===== src/rtl/carpark_gate_ctrl.sv =====
// -----------------------------------------------------------------------------
// carpark_gate_ctrl
//
// Controller for the single shared barrier lane of the car park. It arbitrates
// entry and exit requests for the one barrier, sequences the barrier motor
// through raise / wait-for-passage / lower phases, and keeps the occupancy
// count against a fixed capacity. Clocked from the 100 Hz system clock.
//
// Build option:
//   CARPARK_EXIT_PRIORITY_EN  defined   -> exit always wins a tie in IDLE
//                             undefined -> round-robin on ties (entry first)
//
// Ports:
//   clk          in   system clock
//   rst          in   synchronous reset, active-high
//   req_in       in   entry request (level, held until granted)
//   req_out      in   exit request (level, held until granted)
//   pass         in   vehicle-in-gate-zone sensor (level, synchronous)
//   grant_in     out  one-cycle pulse, entry transaction accepted
//   grant_out    out  one-cycle pulse, exit transaction accepted
//   motor_up     out  raise barrier
//   motor_down   out  lower barrier
//   busy         out  high whenever the controller is not IDLE
//   count        out  current occupancy
//   full         out  count == CAPACITY
//   empty        out  count == 0
//   timeout_err  out  one-cycle pulse, passage wait timed out
// -----------------------------------------------------------------------------
module carpark_gate_ctrl #(
    parameter int CAPACITY     = 16,
    parameter int CNT_W        = 5,
    parameter int OPEN_CYCLES  = 200,
    parameter int CLOSE_CYCLES = 200,
    parameter int PASS_TIMEOUT = 1000
) (
    input  logic             clk,
    input  logic             rst,
    input  logic             req_in,
    input  logic             req_out,
    input  logic             pass,
    output logic             grant_in,
    output logic             grant_out,
    output logic             motor_up,
    output logic             motor_down,
    output logic             busy,
    output logic [CNT_W-1:0] count,
    output logic             full,
    output logic             empty,
    output logic             timeout_err
);

    // One phase counter is shared by all timed states, so size it for the longest.
    localparam int PH_MAX_OC = (OPEN_CYCLES > CLOSE_CYCLES) ? OPEN_CYCLES : CLOSE_CYCLES;
    localparam int PH_MAX    = (PH_MAX_OC > PASS_TIMEOUT) ? PH_MAX_OC : PASS_TIMEOUT;
    localparam int PH_W      = $clog2(PH_MAX + 1);

    localparam logic [PH_W-1:0]  OPEN_LAST  = PH_W'(OPEN_CYCLES - 1);
    localparam logic [PH_W-1:0]  CLOSE_LAST = PH_W'(CLOSE_CYCLES - 1);
    localparam logic [PH_W-1:0]  WAIT_LAST  = PH_W'(PASS_TIMEOUT - 1);
    localparam logic [PH_W-1:0]  PH_ONE     = PH_W'(1);
    localparam logic [CNT_W-1:0] CAP_V      = CNT_W'(CAPACITY);
    localparam logic [CNT_W-1:0] CNT_ONE    = CNT_W'(1);

    typedef enum logic [1:0] {
        S_IDLE,
        S_OPENING,
        S_WAIT_PASS,
        S_CLOSING
    } state_t;

    typedef enum logic {
        DIR_IN  = 1'b0,
        DIR_OUT = 1'b1
    } dir_t;

    state_t           state_q;
    dir_t             dir_q;       // direction of the transaction in progress
`ifndef CARPARK_EXIT_PRIORITY_EN
    dir_t             last_q;      // direction of the most recent grant
`endif
    logic [PH_W-1:0]  phase_q;
    logic             pass_q;      // previous pass sample, for falling-edge detect
    logic             counted_q;   // passage already counted in this transaction
    logic [CNT_W-1:0] count_q;
    logic             full_q;
    logic             empty_q;
    logic             grant_in_q;
    logic             grant_out_q;
    logic             motor_up_q;
    logic             motor_down_q;
    logic             busy_q;
    logic             timeout_q;

    logic             elig_in;
    logic             elig_out;
    logic             pick_in;
    logic             pick_out;
    logic             pass_fall;
    logic [CNT_W-1:0] count_d;

    always_comb begin
        // NOTE: every always_comb output gets a default first so no path can infer a latch.
        count_d   = count_q;
        elig_in   = req_in && !full_q;
        elig_out  = req_out && !empty_q;
`ifdef CARPARK_EXIT_PRIORITY_EN
        pick_out  = elig_out;
`else
        // On a tie, serve the direction that was not served last time.
        pick_out  = elig_out && (!elig_in || (last_q == DIR_IN));
`endif
        pick_in   = elig_in && !pick_out;
        pass_fall = pass_q && !pass;

        // Occupancy after a counted passage, clamped at both ends.
        if (dir_q == DIR_IN) begin
            if (count_q < CAP_V) begin
                count_d = count_q + CNT_ONE;
            end
        end else if (count_q != '0) begin
            count_d = count_q - CNT_ONE;
        end
    end

    // NOTE: state registers use non-blocking assignments so every register samples
    // the pre-edge values regardless of statement order.
    always_ff @(posedge clk) begin
        if (rst) begin
            state_q      <= S_IDLE;
            dir_q        <= DIR_IN;
`ifndef CARPARK_EXIT_PRIORITY_EN
            last_q       <= DIR_OUT;
`endif
            phase_q      <= '0;
            pass_q       <= 1'b0;
            counted_q    <= 1'b0;
            count_q      <= '0;
            full_q       <= 1'b0;
            empty_q      <= 1'b1;
            grant_in_q   <= 1'b0;
            grant_out_q  <= 1'b0;
            motor_up_q   <= 1'b0;
            motor_down_q <= 1'b0;
            busy_q       <= 1'b0;
            timeout_q    <= 1'b0;
        end else begin
            pass_q      <= pass;
            grant_in_q  <= 1'b0;
            grant_out_q <= 1'b0;
            timeout_q   <= 1'b0;

            case (state_q)
                S_IDLE: begin
                    if (pick_in || pick_out) begin
                        state_q     <= S_OPENING;
                        dir_q       <= pick_out ? DIR_OUT : DIR_IN;
`ifndef CARPARK_EXIT_PRIORITY_EN
                        last_q      <= pick_out ? DIR_OUT : DIR_IN;
`endif
                        grant_in_q  <= pick_in;
                        grant_out_q <= pick_out;
                        motor_up_q  <= 1'b1;
                        busy_q      <= 1'b1;
                        phase_q     <= '0;
                    end
                end

                S_OPENING: begin
                    if (phase_q == OPEN_LAST) begin
                        state_q    <= S_WAIT_PASS;
                        motor_up_q <= 1'b0;
                        phase_q    <= '0;
                    end else begin
                        phase_q <= phase_q + PH_ONE;
                    end
                end

                S_WAIT_PASS: begin
                    if (pass_fall) begin
                        // After an obstacle reopen the car was already counted.
                        if (!counted_q) begin
                            count_q <= count_d;
                            full_q  <= (count_d == CAP_V);
                            empty_q <= (count_d == '0);
                        end
                        counted_q    <= 1'b1;
                        state_q      <= S_CLOSING;
                        motor_down_q <= 1'b1;
                        phase_q      <= '0;
                    end else if (phase_q == WAIT_LAST) begin
                        timeout_q    <= 1'b1;
                        state_q      <= S_CLOSING;
                        motor_down_q <= 1'b1;
                        phase_q      <= '0;
                    end else begin
                        phase_q <= phase_q + PH_ONE;
                    end
                end

                S_CLOSING: begin
                    if (pass) begin
                        // Something is under the barrier: go back up.
                        state_q      <= S_OPENING;
                        motor_down_q <= 1'b0;
                        motor_up_q   <= 1'b1;
                        phase_q      <= '0;
                    end else if (phase_q == CLOSE_LAST) begin
                        state_q      <= S_IDLE;
                        motor_down_q <= 1'b0;
                        busy_q       <= 1'b0;
                        counted_q    <= 1'b0;
                        phase_q      <= '0;
                    end else begin
                        phase_q <= phase_q + PH_ONE;
                    end
                end

                default: begin
                    state_q      <= S_IDLE;
                    motor_up_q   <= 1'b0;
                    motor_down_q <= 1'b0;
                    busy_q       <= 1'b0;
                end
            endcase
        end
    end

    assign grant_in    = grant_in_q;
    assign grant_out   = grant_out_q;
    assign motor_up    = motor_up_q;
    assign motor_down  = motor_down_q;
    assign busy        = busy_q;
    assign count       = count_q;
    assign full        = full_q;
    assign empty       = empty_q;
    assign timeout_err = timeout_q;

endmodule


===== config.mk =====
export PLATFORM = sky130hd
export DESIGN_NAME = carpark_gate_ctrl
export DESIGN_NICKNAME = d
export VERILOG_FILES = /design/src/rtl/carpark_gate_ctrl.sv
export SDC_FILE = /design/constraint.sdc
export NUM_CORES = 1
export LEC_CHECK = 0
export CORE_AREA = 2 2 68 54
export DETAILED_ROUTE_END_ITERATION = 10
export DIE_AREA = 0 0 70 56
export PLACE_DENSITY = 0.75
export SLEW_MARGIN = 20
export SYNTH_ARGS = -nofsm -noshare
export SYNTH_HDL_FRONTEND = slang
export SYNTH_SLANG_ARGS = --single-unit

===== constraint.sdc =====
create_clock -name clk -period 2.75 [get_ports clk]
set_input_delay 0.55 -clock clk [delete_from_list [all_inputs] [get_ports clk]]
set_output_delay 0.55 -clock clk [all_outputs]
set_load 0.02 [all_outputs]

Word-level counts from Yosys, hierarchy flattened:

Cells that the tools add are included.
Widths: inputs -> output; s select.

* bits in registers: 29
* input bits: 5
* word-level logic and storage cells: 95

* $add $sub $neg: 3
* magnitude comparators: 1
* eq/ne operators: 14
* mux-type cells: 30
* bitwise operators: 5
* reductions and logical operators: 27

Operator list (number)
* $mux 10: 5
* $pmux 10 s4: 1
* $reduce_and 4->1: 4
* $mux 5: 3
* $mux 2: 6
* $ne 2x2->1 const B: 6
* $add 10x1->10 const B: 1
* $eq 10x10->1 const B: 1
* $eq 10x8->1 const B: 1
* $mux 1: 10
* $pmux 2 s4: 1
* $ne 3x3->1 const B: 2
* $pmux 1 s2: 3
* $reduce_and 3->1: 2
* $reduce_or 3->1: 2
* $add 5x1->5 const B: 1
* $eq 5x5->1 const B: 1
* $logic_and 1x1->1: 5
* $logic_not 1->1: 5
* $logic_not 5->1: 1
* $lt 5x5->1 const B: 1
* $not 1->1: 5
* $reduce_bool 5->1: 1
* $sub 5x1->5 const B: 1
* 8 further kinds: 11

Depth between registers and ports, before layout:

Gate-level depths: netlist (run 1).

* depth after elaboration: 10
* gate-level depth with buffers: 9
* mapped depth without buffers: 7

Least setup slack after synthesis (run 1):

OpenSTA, ideal clock, no wires.

* path type: register to register
* start: register count_q[0] (netlist: count[0])
* end: register empty_q (netlist: empty)
* arrival: 1841 ps
* required time: 2628 ps
* path slack: 787 ps
* stages on the path, launching flop included: 8
* path buffers: 0
* clock period less this slack: 1963 ps
* cells stage by stage: dfxtp_1 > inv_1 > ha_1 > xnor2_1 > and2_1 > o31ai_1 > a2111oi_2 > a221o_1

* word-level cells in the longest chain between the ends: 4

Ends and longest elaborated chain
* start: declaration: RTL line 84 `logic [CNT_W-1:0] count_q;`
* start signal: assignment: RTL line 182 `count_q <= count_d;`
* $add 5x1->5 (tied with other cells): RTL line 118 `count_d = count_q + CNT_ONE;`
* $mux 5 (on tied branches): RTL line 117, 120
* $mux 5 (*): RTL line 116 `if (dir_q == DIR_IN) begin`
* $logic_not 5->1 (*): RTL line 184 `empty_q <= (count_d == '0);`
* end signal: assignment: RTL line 184
* end: declaration: RTL line 86 `logic empty_q;`

Mark *: on every way between the ends. The rest lies on a longest branch, timed or not.
A chain may end at the register's enable or synchronous reset.

Worst setup path in the final report (run 1):

Same ends and word-level chain as after synthesis.

==> results of run 1 <==
registers in the layout, indices dropped and copies added, names as in the netlist:
| register | cells |
|---|---|
| busy | 1 |
| count | 5 |
| counted_q | 1 |
| dir_q | 1 |
| empty | 1 |
| full | 1 |
| grant_in | 1 |
| grant_out | 1 |
| last_q | 1 |
| motor_down | 1 |
| motor_up | 1 |
| pass_q | 1 |
| phase_q | 10 |
| state_q | 2 |
| timeout_err | 1 |
worst max-delay path: stages (launching register included):
cell and delay [ns]:
dfxtp_1 0.48, inv_1 0.14, ha_1 0.28, xnor2_1 0.13, and2_1 0.17, o31ai_1 0.32, a2111oi_2 0.11, a221o_1 0.32
worst paths after layout:
path / to / slack, ns / cells past startpoint
setup / recovery: empty / 0.68 / 7
setup reg to reg: empty / 0.68 / 7
hold reg to reg: phase_q[9] / 0.49 / 1
hold / removal: phase_q[9] / 0.49 / 1
cells in the mapped netlist (all sizes together) (2+ instances only):
master    n
mux2i     4
o221ai    2
nor2     20
nand2b    5
a41oi     2
o32ai     2
nand4bb   3
nor3      5
a22oi     2
a31oi     8
xnor2     2
clkbuf    5
nor3b     2
and2      2
o21ai     8
ha        7
nor2b     3
nand3    10
a21o      2
nand2    24
o211ai    3
nand3b    2
nor4      2
a21oi    12
and3      3
dfxtp    29
a211oi    3
inv       9
nand4b    2
buf       5
o22ai     4
per-stage QoR:
stage	std cells	hold slack, ns	worst slack, ns
final	266	0.489	0.680
after global routing	266	0.522	0.493
after CTS	266	0.492	0.700
after detailed placement	259	0.471	0.489
after global placement	259	0.467	0.511
after floorplan	209	0.447	0.787
routing by layer:
metal / up-vias / share of wire / GRT usage
li1: 808 / - / -
met1: 759 / 0.51 / 0.287
met2: 32 / 0.42 / 0.288
met3: 7 / 0.051 / 0.0634
met4: 0 / 0.017 / 0.0879
met5: - / 0 / 0
logic make-up (layout without fill, tap and decap cells):
kind of cell | Yosys count | in the layout
buffers and inverters | 19 | 36
and+or+nand+nor | 88 | 88
xor gates and xnor gates | 2 | 2
DFF | 29 | 29
AOI/OAI and AO/OA | 59 | 59
adders and majority gates | 7 | 7
muxes | 5 | 5
cell type report:
cell class | instances | area, µm² | area share
Sequential cell | 29 | 581 | 0.294
Inverter | 9 | 33.8 | 0.0171
Multi-Input combinational cell | 161 | 1030 | 0.522
Clock buffer | 7 | 86.3 | 0.0437
Timing Repair Buffer | 20 | 193 | 0.0975
Tap cell | 40 | 50.0 | 0.0253
power breakdown:
part | switching [mW] | internal (mW) | total [mW]
registers | 0.0379 | 0.464 | 0.502
logic | 0.238 | 0.168 | 0.407
clock network | 0.156 | 0.198 | 0.354
total | 0.432 | 0.831 | 1.26
==> flow_summary.yaml, run 1 <==
timing:
  rsz0062_at_grt: "no"
  fmax_ghz: 0.483
  clock_skew_ns: 0.00490
  slew_headroom: 0.616
  worstMarginPinSlew_ns: 0.574
  fin_setup_tns_ns: 0
  final_max_slew_viol_count: 0
  hold_violations: 0
  fin_crit_sh: 0.753
  setup_viol: 0
  period_minus_slack_ns: 2.07
cts:
  post_cts_resized: 0
  cts_tree: "yes"
  numCtsBuffers: 5
  cts_hold_buf: 0
  cts_setup_buffers: 0
  cts.clk_slew.worst_paths_ns: 0.06
  clock_tree.root_cell: "clkbuf_8"
  cts_buffer_depth: 2
  h-tree-depth: 2
  clock_latency_ns: 0.29
  cts_sinks: 29
global_route:
  grt_max_degree: 20
  grt_usage: 0.205
  grt_pass1_wl_mm: 6.40
  grt_pass1_vias: 1394
  antenna_found_initial: 0
  grt-ovfl-total: 0
synthesis:
  ys.flop_type: "dfxtp_1"
  postSynthAreaPerCell_um2: 8.13
  netlist.area_leader.share: 0.342
  async_flop_share: 0
  synth.area.top_cells: "dfxtp_1 34%, nand2_1 5.3%, ha_1 5.2%"
  synth_compound_area_frac: 0.241
  synth.distinct_cells: 54
  yosys.area.top_type: "dfxtp_1"
  synthSimpleGateAreaFrac: 0.275
  syn_inst: 209
  synth_seq_cells: 29
  synth_top_family_by_area: "simple AND/OR/NAND/NOR gates"
  synth_edf_count: 0
  ys_seq_area_frac: 0.342
  synth-xor-area-share: 0.0103
  synth_mux_area_frac: 0.0302
  yosys_warnings: 0
  syn_area_um2: 1700
  synthesis.nets: 221
  synthAdderAreaFrac: 0.0515
status:
  outcome: "complete, no violations"
critical_path:
  crit_path_max_fanout: 8
  cp_data_arrival_time_ns: 2.24
  crit_path_start_kind: "flip-flop"
  cp.required_ns: 2.92
  crit_type: "reg2reg"
  cp-end-kind: "flip-flop"
  startpoint: "count[0]"
  reg2reg_from: "count[0]"
power_and_ir_drop:
  leakage_nw: 0.682
  power_mw: 1.26
  p_per_area_nw_per_um2: 639
  ir_worst_vdd_mv: 0.507
layout:
  fin_nets: 238
  layout_common_cells: "29 x dfxtp_1, 24 x nand2_1, 20 x nor2_1"
  n_antenna_cell: 0
  fillers: 267
  final_common_cell: "dfxtp_1"
  layout-drive-gt1-share: 0.0619
  stdcell_area_um2: 1980
  final_core_util: 0.618
  area_growth_pct: 16.3
floorplan:
  design.die.area_um2: 3920
  rows: 18
  die_y_um: 56
  io_pins: 18
  coreArea_um2: 3200
  die_w_um: 70
  start_util: 0.531
detailed_routing:
  drc_errors: 0
  dr.first_iter.drc_count: 97
  drtAntennaViolNets: 0
  firstDrtPassIters: 5
  wl_mm: 3.77
  viasPerCell: 6.04
  vias: 1606
  wl_per_cell_um: 14.2
placed_design:
  place_congestion: 0.821
  io_buffers: 17
  hpwl_mm: 2.68
  post_dp_cell_area_um2: 1890
job:
  cap_violations: 0
min_path:
  hold_path.class: "reg2reg"
  worst_hold_startpoint: "phase_q[9]"
Power figures use the tool's default switching activity.
==> run 2, diff against run 1 <==
--- a/config.mk
+++ b/config.mk
@@ -5,10 +5,10 @@
 export SDC_FILE = /design/constraint.sdc
 export NUM_CORES = 1
 export LEC_CHECK = 0
-export CORE_AREA = 2 2 68 54
+export CORE_AREA = 2 2 71 56
 export DETAILED_ROUTE_END_ITERATION = 10
-export DIE_AREA = 0 0 70 56
-export PLACE_DENSITY = 0.75
+export DIE_AREA = 0 0 73 58
+export PLACE_DENSITY = 0.72
 export SLEW_MARGIN = 20
 export SYNTH_ARGS = -nofsm -noshare
 export SYNTH_HDL_FRONTEND = slang
==> constraint.sdc (replaced) <==
create_clock -name clk -period 1.8 [get_ports clk]
set_input_delay 0.36 -clock clk [delete_from_list [all_inputs] [get_ports clk]]
set_output_delay 0.36 -clock clk [all_outputs]
set_load 0.02 [all_outputs]
==> run 2 against run 1 <==
- sequential power up 51%
- clock-buffer cell count up 1
- final cell count up 14%
- non-clock buffer count up 34
- critical endpoint unchanged
- clock power up 53%
- clock skew about the same
- fmax up 16%
- global-route usage up 1.1 points
==> flow_summary.yaml, run 2 (synthesis results as in run 1) <==
global_route:
  grt_pass1_vias: 1527
  grt_pass1_wl_mm: 7.11
  grt-ovfl-total: 0
  grt_usage: 0.216
  grt_max_degree: 21
  antenna_found_initial: 0
critical_path:
  reg2reg_from: "count[0]"
  crit_path_max_fanout: 5
  crit_path_start_kind: "flip-flop"
  cp.required_ns: 2.03
  cp_data_arrival_time_ns: 2.01
  startpoint: "count[0]"
  cp-end-kind: "flip-flop"
  crit_type: "reg2reg"
floorplan:
  coreArea_um2: 3540
  die_y_um: 58
  design.die.area_um2: 4230
  rows: 19
  die_w_um: 73
  io_pins: 18
  start_util: 0.480
job:
  cap_violations: 0
detailed_routing:
  viasPerCell: 5.68
  dr.first_iter.drc_count: 119
  firstDrtPassIters: 4
  wl_mm: 4.45
  top_layer: "met4"
  drc_errors: 0
  vias: 1721
  wl_met1_mm: 2.23
  drtAntennaViolNets: 0
  dr_wl_met2_mm: 1.95
  wl_met3_um: 224
  wl_per_cell_um: 14.7
power_and_ir_drop:
  power_mw: 2.08
  p_per_area_nw_per_um2: 900
  leakage_nw: 0.920
  ir_worst_vdd_mv: 0.905
layout:
  layout-drive-gt1-share: 0.234
  final_cells: 303
  area_growth_pct: 36.1
  fillers: 309
  final_core_util: 0.653
  n_antenna_cell: 0
  regArea_um2: 587
  largest_reg_flops: 10
  fin_nets: 272
  multi_input_area_um2: 1100
  final_common_cell: "buf_4"
  top_register: "phase_q"
  layout_common_cells: "36 x buf_4, 26 x dfxtp_1, 22 x nand2_1"
timing:
  fin_setup_tns_ns: 0
  fmax_ghz: 0.561
  period_minus_slack_ns: 1.78
  layout_setup_ws_ns: 0.0167
  setup_viol: 0
  hold_violations: 0
  slew_headroom: 0.686
  clock_skew_ns: 0.00512
  worstMarginPinSlew_ns: 0.468
  rsz0062_at_grt: "yes"
  final_max_slew_viol_count: 0
  fin_crit_sh: 0.991
cts:
  cts_tree: "yes"
  clock_latency_ns: 0.28
  numCtsBuffers: 5
  h-tree-depth: 2
  cts.clk_slew.worst_paths_ns: 0.06
  cts_hold_buf: 0
  cts_sinks: 29
  clock_tree.root_cell: "clkbuf_8"
  cts_buffer_depth: 2
placed_design:
  hpwl_mm: 3.03
  placedCellCount: 291
  place_congestion: 0.896
  io_buffers: 17
  dp_slack_ns: -0.205
status:
  outcome: "complete, no violations"
min_path:
  hold_path.class: "reg2reg"
  worst_hold_startpoint: "phase_q[9]"
-- run 2: final cells by class --
type,instances,area share
Tap cell,42,0.0227
Multi-Input combinational cell,161,0.476
Clock buffer,8,0.0390
Timing Repair Buffer,54,0.194
Inverter,9,0.0146
Sequential cell,29,0.254
-- run 2: metrics by stage --
stage	instance area, µm²	hold WS [ns]
6_report	2310	0.485
5_1_grt	2310	0.529
2_1_floorplan	1700	0.447
3_3_place_gp	2120	0.474
4_1_cts	2230	0.488
3_5_place_dp	2120	0.474
-- run 2: worst paths after layout --
kind / to / cells past startpoint / slack [ns]
min: phase_q[9] / 1 / 0.49
max: empty / 7 / 0.02
max reg2reg: empty / 7 / 0.02
min reg2reg: phase_q[9] / 1 / 0.49
-- run 2: where the power goes --
part           total, mW  internal [mW]  switching [mW]
clock              0.542          0.311           0.231
combinational      0.780          0.369           0.411
sequential         0.760          0.709          0.0515
total               2.08           1.39           0.693
-- run 2: layer usage --
metal	GRT usage	vias up
li1	-	879
met1	0.326	792
met2	0.295	46
met3	0.0522	4
met4	0.0794	0
met5	0	-
-- run 2: critical path, cell delays in order (launching register included) --
cell and delay [ns]:
dfxtp_4 0.36, inv_1 0.12, ha_4 0.18, nand4bb_4 0.14, o22ai_1 0.20, o21ai_1 0.11
a2111oi_2 0.42, a221o_1 0.20
-- run 2: what timing repair did --
action	CTS	global route
cloned	0	1
resized for setup	2	15
pin swaps	1	0
setup endpoints to repair	3	13
setup buffers	2	1
==> run 3, diff against run 2 <==
--- a/config.mk
+++ b/config.mk
@@ -9,7 +9,6 @@
 export DETAILED_ROUTE_END_ITERATION = 10
 export DIE_AREA = 0 0 73 58
 export PLACE_DENSITY = 0.72
-export SLEW_MARGIN = 20
 export SYNTH_ARGS = -nofsm -noshare
 export SYNTH_HDL_FRONTEND = slang
 export SYNTH_SLANG_ARGS = --single-unit
==> results of run 3 <==
The final DEF is identical to that of run 2; final timing and power are the same.
==> edit: new RTL, flow settings as in run 2 <==
Add a define of `CARPARK_EXIT_PRIORITY_EN`.
--- a/src/rtl/carpark_gate_ctrl.sv
+++ b/src/rtl/carpark_gate_ctrl.sv
@@ -27,4 +27,6 @@
 //   timeout_err  out  one-cycle pulse, passage wait timed out
 // -----------------------------------------------------------------------------
+`define CARPARK_EXIT_PRIORITY_EN
+
 module carpark_gate_ctrl #(
     parameter int CAPACITY     = 16,
Behaviour: same outputs for any inputs over 10 cycles, from zero or initial values and one cycle with rst high; that may be too few to reach the edited logic, so the function may still have changed.
==> edit against run 2 <==
- via count rose by 3.3%
- area after synthesis fell by 0.74%
- count of clock-buffer cells in the layout fell by 5
- design area rose by 0.70%
- routed wire length fell by 3.5%
- core utilization rose by 0.46 points
- clock power fell by 39%
- worst setup slack improved by 0.039 ns
- sequential cell count fell by 1
- first-iteration DRC count fell by 17%
- maximum frequency rose by 2.2%
- combinational power rose by 20%
- power fell by 4.6%
- critical path type is now flip-flop to primary output
- largest cell class unchanged
==> edit: results (changes against run 2) <==
Drt
  – Detailed-route vias per instance: 5.83 (+2.6%)
  – WL final: 4300 um (-3.5%)
  – First-pass iteration count of the detailed router: 4 (unchanged)

Pwr
  – P_comb: 0.000939 W (+20%)
  – Worst IR Drop VDD: 0.683 mV (-25%)
  – Sw Share: 0.372 (+0.0390)

GRT
  – Initial antenna violation count: 0 (unchanged)
  – Vias in the first global route: 1599 (+4.7%)
  – First-pass GRT wire length: 7310 um (+2.8%)
  – Global-route usage over all layers: 0.218 (+0.00154)

Cells and area
  – Nets@finish: 277 (+1.8%)
  – Ratio of cells with drive above 1 in the final layout: 0.266 (+0.0324)
  – Fin cells: 305 (+0.66%)
  – Fillers: 307 (-0.65%)

Clock tree
  – H-tree lvl count: 1 (-1)
  – CTS Buf Count: 3 (-2)
  – Worst-path clk slew: 0.09 ns (+0.03 ns)

Critical path
  – Crit path from: count[2]
  – Critical path's slowest cell: clkdlybuf4s50_1
  – Worst r2r path cells: 6 (-1)
  – Critical Path Max Stage Delay: 0.65 ns (+0.23 ns)
  – Largest delay share family, worst path: buffers and inverters
  – Worst Setup EP: count[2]
  – R2R Path End: busy
  – Crit path max fanout: 12 (+7)
  – Critical Path AT: 1.38 ns (-0.63 ns)

Synth
  – Register area share after synthesis: 0.332 (-0.00933)
  – Post-Synthesis Cells: 213 (+1.9%)
  – Post-synth net total: 225 (+1.8%)
  – XOR/XNOR share of the synthesized area: 0.0208 (+0.0105)
  – Most frequent cells after synthesis: 28 x dfxtp_1, 21 x nand2_1, 19 x nand3_1, 19 x nor2_1, 12 x a21oi_1
  – Synth unique cells: 56 (+3.7%)
  – Top cells by area, synth: dfxtp_1 33%, nand3_1 5.6%, ha_1 5.2%, nand2_1 4.7%, nor2_1 4.2%
  – Compound-Gate Fraction of Synth Area: 0.179 (-0.0620)
  – Synth Area in Adders: 0.0519 (+0.000382)

Placement
  – Placed cell areas: 2140 um^2 (+1.0%)
  – Placed insts: 300 (+3.1%)
  – HPWL after DPL: 3070 um (+1.4%)
  – Placer congestion estimate: 0.833 (-6.9%)

Worst hold path
  – Hold Crit Depth: 2 (+1)
  – Worst Min Path Start: motor_up
  – Hold Crit Endpoint: motor_up

Run status
  – Status: finished, final reports clean

STA
  – Tightest Pin Transition: 0.446 ns (-0.0223 ns)
  – Clock skew: 0.00410 ns (-0.00102 ns)
==> edit: changes by cell type in the layout (fill, tap and decap cells not counted), moves of 4 or more <==
cell and delta:
nand4_1 +5, o21ai_1 -4, a31oi_1 -6, nor2b_1 +4, nand3_1 +9, buf_4 +4
==> edit: stage by stage <==
stage,total power (W),utilization,hold WS [ns],setup slack [ns]
2_1_floorplan,0.00116,-,0.466,0.00641
3_3_place_gp,0.00152,0.605,0.465,-0.115
3_5_place_dp,0.00153,0.605,0.457,-0.149
4_1_cts,0.00194,0.634,0.478,0.0129
5_1_grt,0.00212,0.657,0.507,-0.0399
6_report,0.00199,0.657,0.479,0.0557
==> edit: kinds of logic (layout without fill, tap and decap cells) <==
group / after synthesis / count (layout)
compound gates: 44 / 44
xor+xnor: 4 / 4
fa+ha+maj: 7 / 7
buf+inv: 20 / 70
flops: 28 / 28
mux: 3 / 3
simple gates: 107 / 107
==> edit: area by class of cell <==
cell class	count	area [um^2]	share of cell area
Tap cell	42	52.6	0.0226
Timing Repair Buffer	58	475	0.204
Multi-Input combinational cell	165	1160	0.498
Inverter	9	33.8	0.0145
Sequential cell	28	567	0.243
Clock buffer	3	41.3	0.0177
==> edit: worst register-to-register path: stages, from the launching register on <==
cell and delay [ns]:
dfxtp_2 0.36, ha_4 0.16, nand4bb_4 0.15, or3_4 0.43
or3_1 0.36, a21oi_1 0.13, nor2_1 0.05
==> edit: repair_timing <==
item,4_1_cts,5_1_grt
cloned,1,0
endpoints found under the setup margin,7,18
gates resized for setup,9,19
pin swaps,2,9
buffers inserted,1,0
==> edit: metal layers <==
layer  vias up  GRT usage  routed length (um)
li1        880          -                   -
met1       823      0.328                2130
met2        71      0.318                1820
met3         4     0.0487                 303
met4         0     0.0450                  40
met5         -          0                   0
